$ cat config.mk
export PLATFORM = sky130hd
export DESIGN_NAME = axis_pattern_gen
export DESIGN_NICKNAME = d
export VERILOG_FILES = /design/src/rtl/axis_pattern_gen.sv
export SDC_FILE = /design/constraint.sdc
export NUM_CORES = 1
export LEC_CHECK = 0
export BUFFER_PORTS_ARGS = -buffer_cell sky130_fd_sc_hd__buf_2
export CORE_MARGIN = 5
export CORE_UTILIZATION = 48
export DETAILED_ROUTE_END_ITERATION = 6
export PLACE_DENSITY = 0.68
export SYNTH_ARGS = -nofsm -noshare
export SYNTH_HDL_FRONTEND = slang
export SYNTH_SLANG_ARGS = --single-unit
$ cat constraint.sdc
create_clock -name aclk -period 7.9 [get_ports aclk]
set_clock_uncertainty 0.15 [all_clocks]
set_input_delay 1.58 -clock aclk [delete_from_list [all_inputs] [get_ports aclk]]
set_output_delay 1.58 -clock aclk [all_outputs]
set_load 0.02 [all_outputs]
$ cat src/rtl/axis_pattern_gen.sv
// rtl/axis_pattern_gen.sv - AXI-Stream test pattern generator (ramp, constant, toggle, PRBS31)
//
// Purpose: emits bursts of multi-lane samples on an AXI-Stream master port.
// A start pulse latches the configuration and begins a burst; the burst ends
// on the sample that completes cfg_length acceptances, or on a stop pulse.
//
// Ports:
//   aclk, areset              clock, asynchronous active-high reset
//   cfg_mode                  0=ramp, 1=constant, 2=toggle, 3=PRBS31
//   cfg_step                  ramp increment, or constant/toggle value
//   cfg_length                samples per burst, 0 = continuous
//   cfg_drop                  1 = free-running (drop under backpressure), 0 = stall
//   start, stop               single-cycle control pulses (stop wins)
//   m_axis_tdata/tvalid/tready/tlast  stream output, lane k at [k*DATA_WIDTH +: DATA_WIDTH]
//   sts_count                 samples accepted in the current or last burst
//   sts_drops                 samples discarded under backpressure
//   busy                      high while running a burst
module axis_pattern_gen #(
   parameter int CHANNELS   = 2,
   parameter int DATA_WIDTH = 16
) (
   input  logic                           aclk,
   input  logic                           areset,
   input  logic [1:0]                     cfg_mode,
   input  logic [DATA_WIDTH-1:0]          cfg_step,
   input  logic [31:0]                    cfg_length,
   input  logic                           cfg_drop,
   input  logic                           start,
   input  logic                           stop,
   output logic [CHANNELS*DATA_WIDTH-1:0] m_axis_tdata,
   output logic                           m_axis_tvalid,
   input  logic                           m_axis_tready,
   output logic                           m_axis_tlast,
   output logic [31:0]                    sts_count,
   output logic [31:0]                    sts_drops,
   output logic                           busy
);

   localparam int TW = CHANNELS * DATA_WIDTH;
   localparam logic [30:0] LFSR_SEED = 31'h7FFF_FFFF;

   typedef enum logic {ST_IDLE, ST_RUN} state_t;

   state_t                state_q, state_d;
   logic [1:0]            mode_q, mode_d;
   logic [DATA_WIDTH-1:0] step_q, step_d;
   logic [31:0]           length_q, length_d;
   logic                  drop_q, drop_d;
   logic [DATA_WIDTH-1:0] acc_q, acc_d;
   logic [30:0]           lfsr_q, lfsr_d;
   logic                  tog_q, tog_d;
   logic [TW-1:0]         tdata_q, tdata_d;
   logic                  tvalid_q, tvalid_d;
   logic                  tlast_q, tlast_d;
   logic [31:0]           count_q, count_d;
   logic [31:0]           drops_q, drops_d;

   logic                  accept;
   logic [TW-1:0]         start_sample;
   logic [TW-1:0]         run_sample;

   // x^31 + x^28 + 1, shifting left with the feedback bit entering at bit 0
   function automatic logic [30:0] lfsr_next(input logic [30:0] s);
      return {s[29:0], s[30] ^ s[27]};
   endfunction

   function automatic logic [31:0] sat_inc(input logic [31:0] v);
      return (v == 32'hFFFF_FFFF) ? v : v + 32'd1;
   endfunction

   // Builds one multi-lane sample from the generator state.
   function automatic logic [TW-1:0] gen_sample(
      input logic [1:0]            mode,
      input logic [DATA_WIDTH-1:0] step,
      input logic [DATA_WIDTH-1:0] acc,
      input logic [30:0]           lfsr,
      input logic                  tog
   );
      logic [TW-1:0]         s;
      logic [DATA_WIDTH-1:0] lane;
      logic [31:0]           prbs_ext;
      logic [DATA_WIDTH-1:0] prbs;
      s        = '0;
      lane     = acc;
      prbs_ext = {1'b0, lfsr};
      prbs     = prbs_ext[DATA_WIDTH-1:0];
      for (int k = 0; k < CHANNELS; k++) begin
         case (mode)
            2'd0:    s[k*DATA_WIDTH +: DATA_WIDTH] = lane;
            2'd1:    s[k*DATA_WIDTH +: DATA_WIDTH] = step;
            2'd2:    s[k*DATA_WIDTH +: DATA_WIDTH] = tog ? ~step : step;
            default: s[k*DATA_WIDTH +: DATA_WIDTH] = ((k % 2) == 1) ? ~prbs : prbs;
         endcase
         lane = lane + step;
      end
      return s;
   endfunction

   assign accept       = tvalid_q & m_axis_tready;
   // First sample of a burst comes from the live config and the reset generator state.
   assign start_sample = gen_sample(cfg_mode, cfg_step, '0, LFSR_SEED, 1'b0);
   assign run_sample   = gen_sample(mode_q, step_q, acc_q, lfsr_q, tog_q);

   always_comb begin
      state_d  = state_q;
      mode_d   = mode_q;
      step_d   = step_q;
      length_d = length_q;
      drop_d   = drop_q;
      acc_d    = acc_q;
      lfsr_d   = lfsr_q;
      tog_d    = tog_q;
      tdata_d  = tdata_q;
      tvalid_d = tvalid_q;
      tlast_d  = tlast_q;
      count_d  = count_q;
      drops_d  = drops_q;

      case (state_q)
         ST_IDLE: begin
            if (start && !stop) begin
               state_d  = ST_RUN;
               mode_d   = cfg_mode;
               step_d   = cfg_step;
               length_d = cfg_length;
               drop_d   = cfg_drop;
               count_d  = '0;
               drops_d  = '0;
               // Generator state already advanced past the sample being presented
               tdata_d  = start_sample;
               acc_d    = cfg_step;
               lfsr_d   = lfsr_next(LFSR_SEED);
               tog_d    = 1'b1;
               tvalid_d = 1'b1;
               tlast_d  = (cfg_length == 32'd1);
            end
         end
         ST_RUN: begin
            if (accept) begin
               count_d = sat_inc(count_q);
            end
            if (stop) begin
               state_d  = ST_IDLE;
               tvalid_d = 1'b0;
               tlast_d  = 1'b0;
            end else if (accept && tlast_q) begin
               state_d  = ST_IDLE;
               tvalid_d = 1'b0;
               tlast_d  = 1'b0;
            end else if (accept || drop_q) begin
               acc_d  = acc_q + step_q;
               lfsr_d = lfsr_next(lfsr_q);
               tog_d  = ~tog_q;
               if (accept) begin
                  tdata_d = run_sample;
                  tlast_d = (length_q != 32'd0) &&
                            (({1'b0, count_d} + 33'd1) == {1'b0, length_q});
               end else begin
                  // Output slot still occupied: the fresh sample is lost
                  drops_d = sat_inc(drops_q);
               end
            end
         end
         default: state_d = ST_IDLE;
      endcase
   end

   always_ff @(posedge aclk or posedge areset) begin
      if (areset) begin
         state_q  <= ST_IDLE;
         mode_q   <= '0;
         step_q   <= '0;
         length_q <= '0;
         drop_q   <= 1'b0;
         acc_q    <= '0;
         lfsr_q   <= LFSR_SEED;
         tog_q    <= 1'b0;
         tdata_q  <= '0;
         tvalid_q <= 1'b0;
         tlast_q  <= 1'b0;
         count_q  <= '0;
         drops_q  <= '0;
      end else begin
         state_q  <= state_d;
         mode_q   <= mode_d;
         step_q   <= step_d;
         length_q <= length_d;
         drop_q   <= drop_d;
         acc_q    <= acc_d;
         lfsr_q   <= lfsr_d;
         tog_q    <= tog_d;
         tdata_q  <= tdata_d;
         tvalid_q <= tvalid_d;
         tlast_q  <= tlast_d;
         count_q  <= count_d;
         drops_q  <= drops_d;
      end
   end

   assign m_axis_tdata  = tdata_q;
   assign m_axis_tvalid = tvalid_q;
   assign m_axis_tlast  = tlast_q;
   assign sts_count     = count_q;
   assign sts_drops     = drops_q;
   assign busy          = (state_q == ST_RUN);

endmodule

==> results of run 1 <==
-- area by class of cell --
class | instances | area, sq um | area share
well taps | 335 | 419 | 0.0297
clock buffers | 18 | 429 | 0.0304
clock inverters | 14 | 153 | 0.0108
repair buffers | 169 | 883 | 0.0626
multi-input cells | 1066 | 7110 | 0.504
inverters | 29 | 116 | 0.00824
diodes | 3 | 7.51 | 0.000532
flip-flops and latches | 198 | 4990 | 0.354
-- cells in the final DEF (no fill, tap or decap), drive strengths merged, types with 8 or more instances in the layout --
cell type	instances
o211ai	14
nor3	30
dfstp	31
nand2	131
dfrtp	167
a21oi	93
mux2	46
and4	17
ha	20
o21ai	94
and3	26
xnor2	56
a31oi	22
mux2i	10
nor2	130
a221oi	9
o22ai	15
o21a	14
clkbuf	18
and2	15
nand4	29
buf	169
or3	12
xor2	47
a211oi	19
inv	32
a21o	8
nor2b	10
o31ai	16
nand3	40
o22a	31
nor4	25
-- cell families (layout without fill, tap and decap cells) --
family,count (synthesis),count (layout),share of synthesized area
xor+xnor,104,104,0.0743
buf+inv,110,230,0.0379
flops,198,198,0.398
mux,58,58,0.0538
simple gates,497,497,0.208
fa+ha+maj,21,21,0.0215
compound gates,386,386,0.206
other cells,0,3,0
-- synthesized netlist by cell type (all sizes together) (12+ instances only) --
master,number,share of area
o22a,31,0.022
o22ai,15,0.0080
mux2,46,0.041
and4,17,0.013
clkbuf,56,0.017
o211ai,14,0.0084
xnor2,56,0.039
dfstp,31,0.065
a211oi,19,0.011
buf,25,0.012
xor2,47,0.033
inv,29,0.0087
and2,15,0.0075
o21ai,94,0.037
ha,20,0.020
and3,26,0.013
o31ai,16,0.010
dfrtp,167,0.33
or3,12,0.0060
nand2,131,0.039
nor4,25,0.015
a21oi,93,0.038
o21a,14,0.0084
nand3,40,0.018
nand4,29,0.017
a31oi,22,0.014
nor2,130,0.039
nor3,30,0.016
-- worst paths after layout --
| check | slack, ns | cells past startpoint | startpoint | endpoint |
|---|---|---|---|---|
| worst min register to register | 0.33 | 2 | m_axis_tdata[18] | m_axis_tdata[18] |
| worst min-delay path | 0.33 | 2 | m_axis_tdata[18] | m_axis_tdata[18] |
| worst max-delay path | 3.07 | 15 | sts_count[0] | m_axis_tlast |
| max in group asynchronous | 4.97 | 3 | areset | busy |
| min in group asynchronous | 1.21 | 2 | areset | m_axis_tdata[4] |
| worst max register to register | 3.07 | 15 | sts_count[0] | m_axis_tlast |
-- state kept, by name (all words and copies together), names as in the netlist --
register,count
sts_drops,32
tog_q,1
busy,1
step_q,16
lfsr_q,31
sts_count,32
m_axis_tvalid,1
m_axis_tlast,1
mode_q,2
drop_q,1
m_axis_tdata,32
acc_q,16
length_q,32
-- stage by stage --
step	util	total power (uW)	instances	setup slack (ns)	hold slack (ns)
6_report	0.545	3390	1832	3.07	0.333
4_1_cts	0.544	3400	1829	3.12	0.345
2_1_floorplan	-	2180	1374	0.824	0.316
5_1_grt	0.545	3590	1832	2.75	0.367
3_5_place_dp	0.522	2510	1797	2.82	0.329
3_3_place_gp	0.522	2490	1797	2.90	0.312
-- critical path, delay by kind of cell, from the launching register on --
family / cells / cell delay [ns]
adders and majority gates: 2 / 0.71
AOI/OAI and AO/OA: 3 / 0.47
and+or+nand+nor: 8 / 2.28
DFF: 1 / 0.55
xor gates and xnor gates: 1 / 0.30
muxes: 1 / 0.25
-- power breakdown --
group | switching (uW) | total, uW | leakage [uW] | internal (uW)
Sequential | 178 | 1360 | 0.00241 | 1180
Clock | 418 | 888 | 0.000267 | 470
Combinational | 682 | 1150 | 0.00316 | 468
Total | 1280 | 3390 | 0.00584 | 2120
-- metal layers --
layer | global-route usage | wire length [um]
met1 | 0.333 | 15700
met2 | 0.405 | 17900
met3 | 0.0375 | 2290
met4 | 0.0796 | 824
met5 | 0 | 0
==> impl_metrics.toml, run 1 <==
[worst_setup_path]
path_cells = "ha_1, nand2_1, nor3_4, a31oi_4, xor2_1, ha_1, nand2_1, mux2i_4, nand4b_2, nor4_4, nand3_1, nor4bb_1, or3_1, o22ai_2, o31ai_2"
slowest_delay_ns = 0.55
end_kind = "flop"
crit_type = "flop to flop"
worstSetupStartpointType = "flop"
cp_max_fo = 10
required_ns = 8.07
critPathSlowestCell = "dfrtp_1"
crit_arrival_ns = 4.99

[yosys]
ys.warnings.count = 0
synth.distinct_cells = 85
ys_ff_latch = 198
synthArstFlopShare = 1.00
netlist_instances = 1374
synth_ff_type = "dfrtp_1"
netlist_area_sq_mm = 0.0125
synth-seq-area-share = 0.398
synth_edf_count = 0
syn_avg_cell_area_sq_um = 9.13
synthesis.nets = 1451

[floorplanning]
core_area_sq_mm = 0.0259
num_io_pins = 155
die_area_sq_mm = 0.0295
initial_utilization = 0.484
die_h_um = 172
rows = 59
die_w_um = 172

[routing]
avgViaCountPerCell = 6.20
wire_per_inst_um = 20.0
drt_iter0_drc = 1025
drc = 0
routed_wl_um = 36700
antenna_left = 0
num_vias = 11400
firstDrtPassIters = 5

[grt]
gr-total-overflow = 0
grt_max_degree = 140
grt_first_pass_wirelength_um = 57800
grt_usage = 0.245
grt_pass1_vias = 10500
grt_antenna_before_repair = 3

[placed_design]
gp_congestion = 0.945
port_buffers = 154
dpl.hpwl_um = 26000
placed_cell_area_sq_mm = 0.0135

[power]
p_leak_uw = 0.00584
powerDensity_mw_per_mm2 = 240
ir_worst_vdd_v = 0.000138

[outcome]
status = "finished, final reports clean"

[timing]
period_share = 0.611
tightest_slew_ns = 1.05
fmax_mhz = 207
setup_viol = 0
fin_crit_ns = 4.83
finalHoldViolCount = 0
tns_ns = 0
drv_slew = 0
slew_headroom = 0.299
grt_setup_unrepaired = "no"

[clock_tree]
cts_resized = 0
path_clk_slew_ns = 0.07
htree_levels = 4
clk_path_buf_depth = 2
hold_buffers = 0
cts_buffers = 17
cts_tree = "yes"
cts.sinks = 198
cts_root_buf = "clkbuf_16"
clock_latency_ns = 0.44
post-cts-setup-buffers = 0

[cells_and_area]
area_delta_synth_final_pct = 12.5
fill_cells = 2363
drive_above_1_share = 0.221
nets = 1558
final_area_sq_mm = 0.0141

[run]
max_cap_viol_count = 0

[min_path]
hp-class = "flop to flop"
No activity file was read; power rests on OpenSTA's default activity.
==> run 2, diff against run 1 <==
- PLACE_DENSITY: 0.68 -> 0.71
- clock period: 7.9 -> 4.3 ns (I/O delays scaled with it)
==> run 2 against run 1 <==
Compared with the run above: cell count grew 2.1%; sequential share of layout area fell by 0.78 points; clock power rose by 79%; setup slack lost 2.8 ns; die area did not move; final area is 2.3% higher.
==> impl_metrics.toml, run 2 (synthesized netlist as in run 1, its figures left out) <==
[routing]
firstDrtPassIters = 7
wire_per_inst_um = 19.9
drc = 0
num_vias = 11500
routed_wl_um = 37200
avgViaCountPerCell = 6.14
antenna_left = 0
drt_iter0_drc = 1022

[grt]
grt_max_degree = 92
grt_antenna_before_repair = 1
grt_usage = 0.252
grt_pass1_vias = 11100
gr-total-overflow = 0
grt_first_pass_wirelength_um = 59600

[worst_setup_path]
required_ns = 4.46
crit_type = "flop to flop"
cp_max_fo = 8
crit_arrival_ns = 4.20
worstSetupStartpointType = "flop"
end_kind = "flop"

[power]
power.share.sequential = 0.402
powerDensity_mw_per_mm2 = 431
p_clk_frac = 0.256
switching_share = 0.376
p_switching_uw = 2340
ir_worst_vdd_v = 0.000275
p_leak_uw = 0.00606
combPwrFrac = 0.343
p_int_uw = 3880

[clock_tree]
clk_path_buf_depth = 2
cts_tree = "yes"
cts_buffers = 17
cts_resized = 0
cts_root_buf = "clkbuf_16"
post-cts-setup-buffers = 0
clock_latency_ns = 0.44
path_clk_slew_ns = 0.08
hold_buffers = 0
cts.sinks = 198
htree_levels = 4

[timing]
fin_crit_ns = 4.03
tightest_slew_ns = 1.16
tns_ns = 0
grt_setup_unrepaired = "no"
period_share = 0.938
finalHoldViolCount = 0
fmax_mhz = 248
setup_viol = 0
drv_slew = 0
slew_headroom = 0.225

[cells_and_area]
drive_above_1_share = 0.241
fill_cells = 2312
instances_no_fill = 1871
area_delta_synth_final_pct = 15.0
final_common_cell = "dfrtp_1"
nets = 1598
final_cell_mix = "dfrtp_1 (166), buf_2 (154), nand2_1 (131)"

[placed_design]
dpl.hpwl_um = 26600
port_buffers = 154
dp_cells = 1837
gp_congestion = 0.988

[floorplanning]
initial_utilization = 0.484
die_w_um = 172
die_area_sq_mm = 0.0295
num_io_pins = 155
die_h_um = 172
core_area_sq_mm = 0.0259
rows = 59

[outcome]
status = "finished, final reports clean"

[min_path]
hp-class = "flop to flop"

[run]
max_cap_viol_count = 0
run 2: cell type report:
cell class                      count  area (sq um)  share of cell area
Multi-Input combinational cell   1066          7100               0.492
Sequential cell                   198          4990               0.346
Timing Repair Buffer              209          1220              0.0846
Clock buffer                       22           497              0.0344
Tap cell                          335           419              0.0290
Inverter                           29           113             0.00780
Clock inverter                     10          80.1             0.00555
Antenna cell                        2          5.00            0.000347
run 2: path summary, 6_finish.rpt:
kind                       depth (start not counted)               end  slack (ns)             start
setup / recovery                                  14      m_axis_tlast        0.27     sts_count[10]
min in group asynchronous                          2  m_axis_tdata[16]        0.39            areset
hold reg to reg                                    1  m_axis_tdata[10]        0.34  m_axis_tdata[10]
max in group asynchronous                          3        lfsr_q[10]        2.76            areset
setup reg to reg                                  14      m_axis_tlast        0.27     sts_count[10]
hold / removal                                     1  m_axis_tdata[10]        0.34  m_axis_tdata[10]
run 2: worst max-delay path: stages (launching register included):
cell	delay [ns]
dfrtp_1	0.45
and3_1	0.26
and3_1	0.26
a31oi_4	0.28
xor2_1	0.24
ha_1	0.25
nand2b_1	0.11
mux2i_4	0.22
nand4b_2	0.29
nor4_4	0.38
nand3_1	0.19
nor4bb_1	0.19
or3_1	0.40
o22ai_2	0.15
o31ai_2	0.09
run 2: metrics by stage:
stage                     setup WS [ns]  area [sq um]  hold WS (ns)  utilization  total power [uW]
final                             0.267         14400         0.342        0.557              6220
after global routing             0.0472         14400         0.378        0.557              6600
after CTS                         0.297         14400         0.347        0.557              6230
after detailed placement         0.0499         13900         0.328        0.535              4630
after global placement            0.215         13900         0.325        0.535              4590
after floorplan                   0.296         12600         0.316            -              4000
run 2: layer usage:
layer  vias to the layer above  track usage  share of wire
met5                         -            0              0
met4                         0       0.0689          0.021
met3                        52       0.0531          0.077
met2                       454        0.422           0.48
met1                      5618        0.333           0.42
li1                       5355            -              -
run 2: power by group through the flow:
stage                     logic (uW)  clock network [uW]  registers, uW
after floorplan                 1460                   0           2540
after global placement          2080                   0           2510
after detailed placement        2110                   0           2520
after CTS                       2130                1620           2490
after global routing            2370                1700           2540
final                           2130                1590           2500
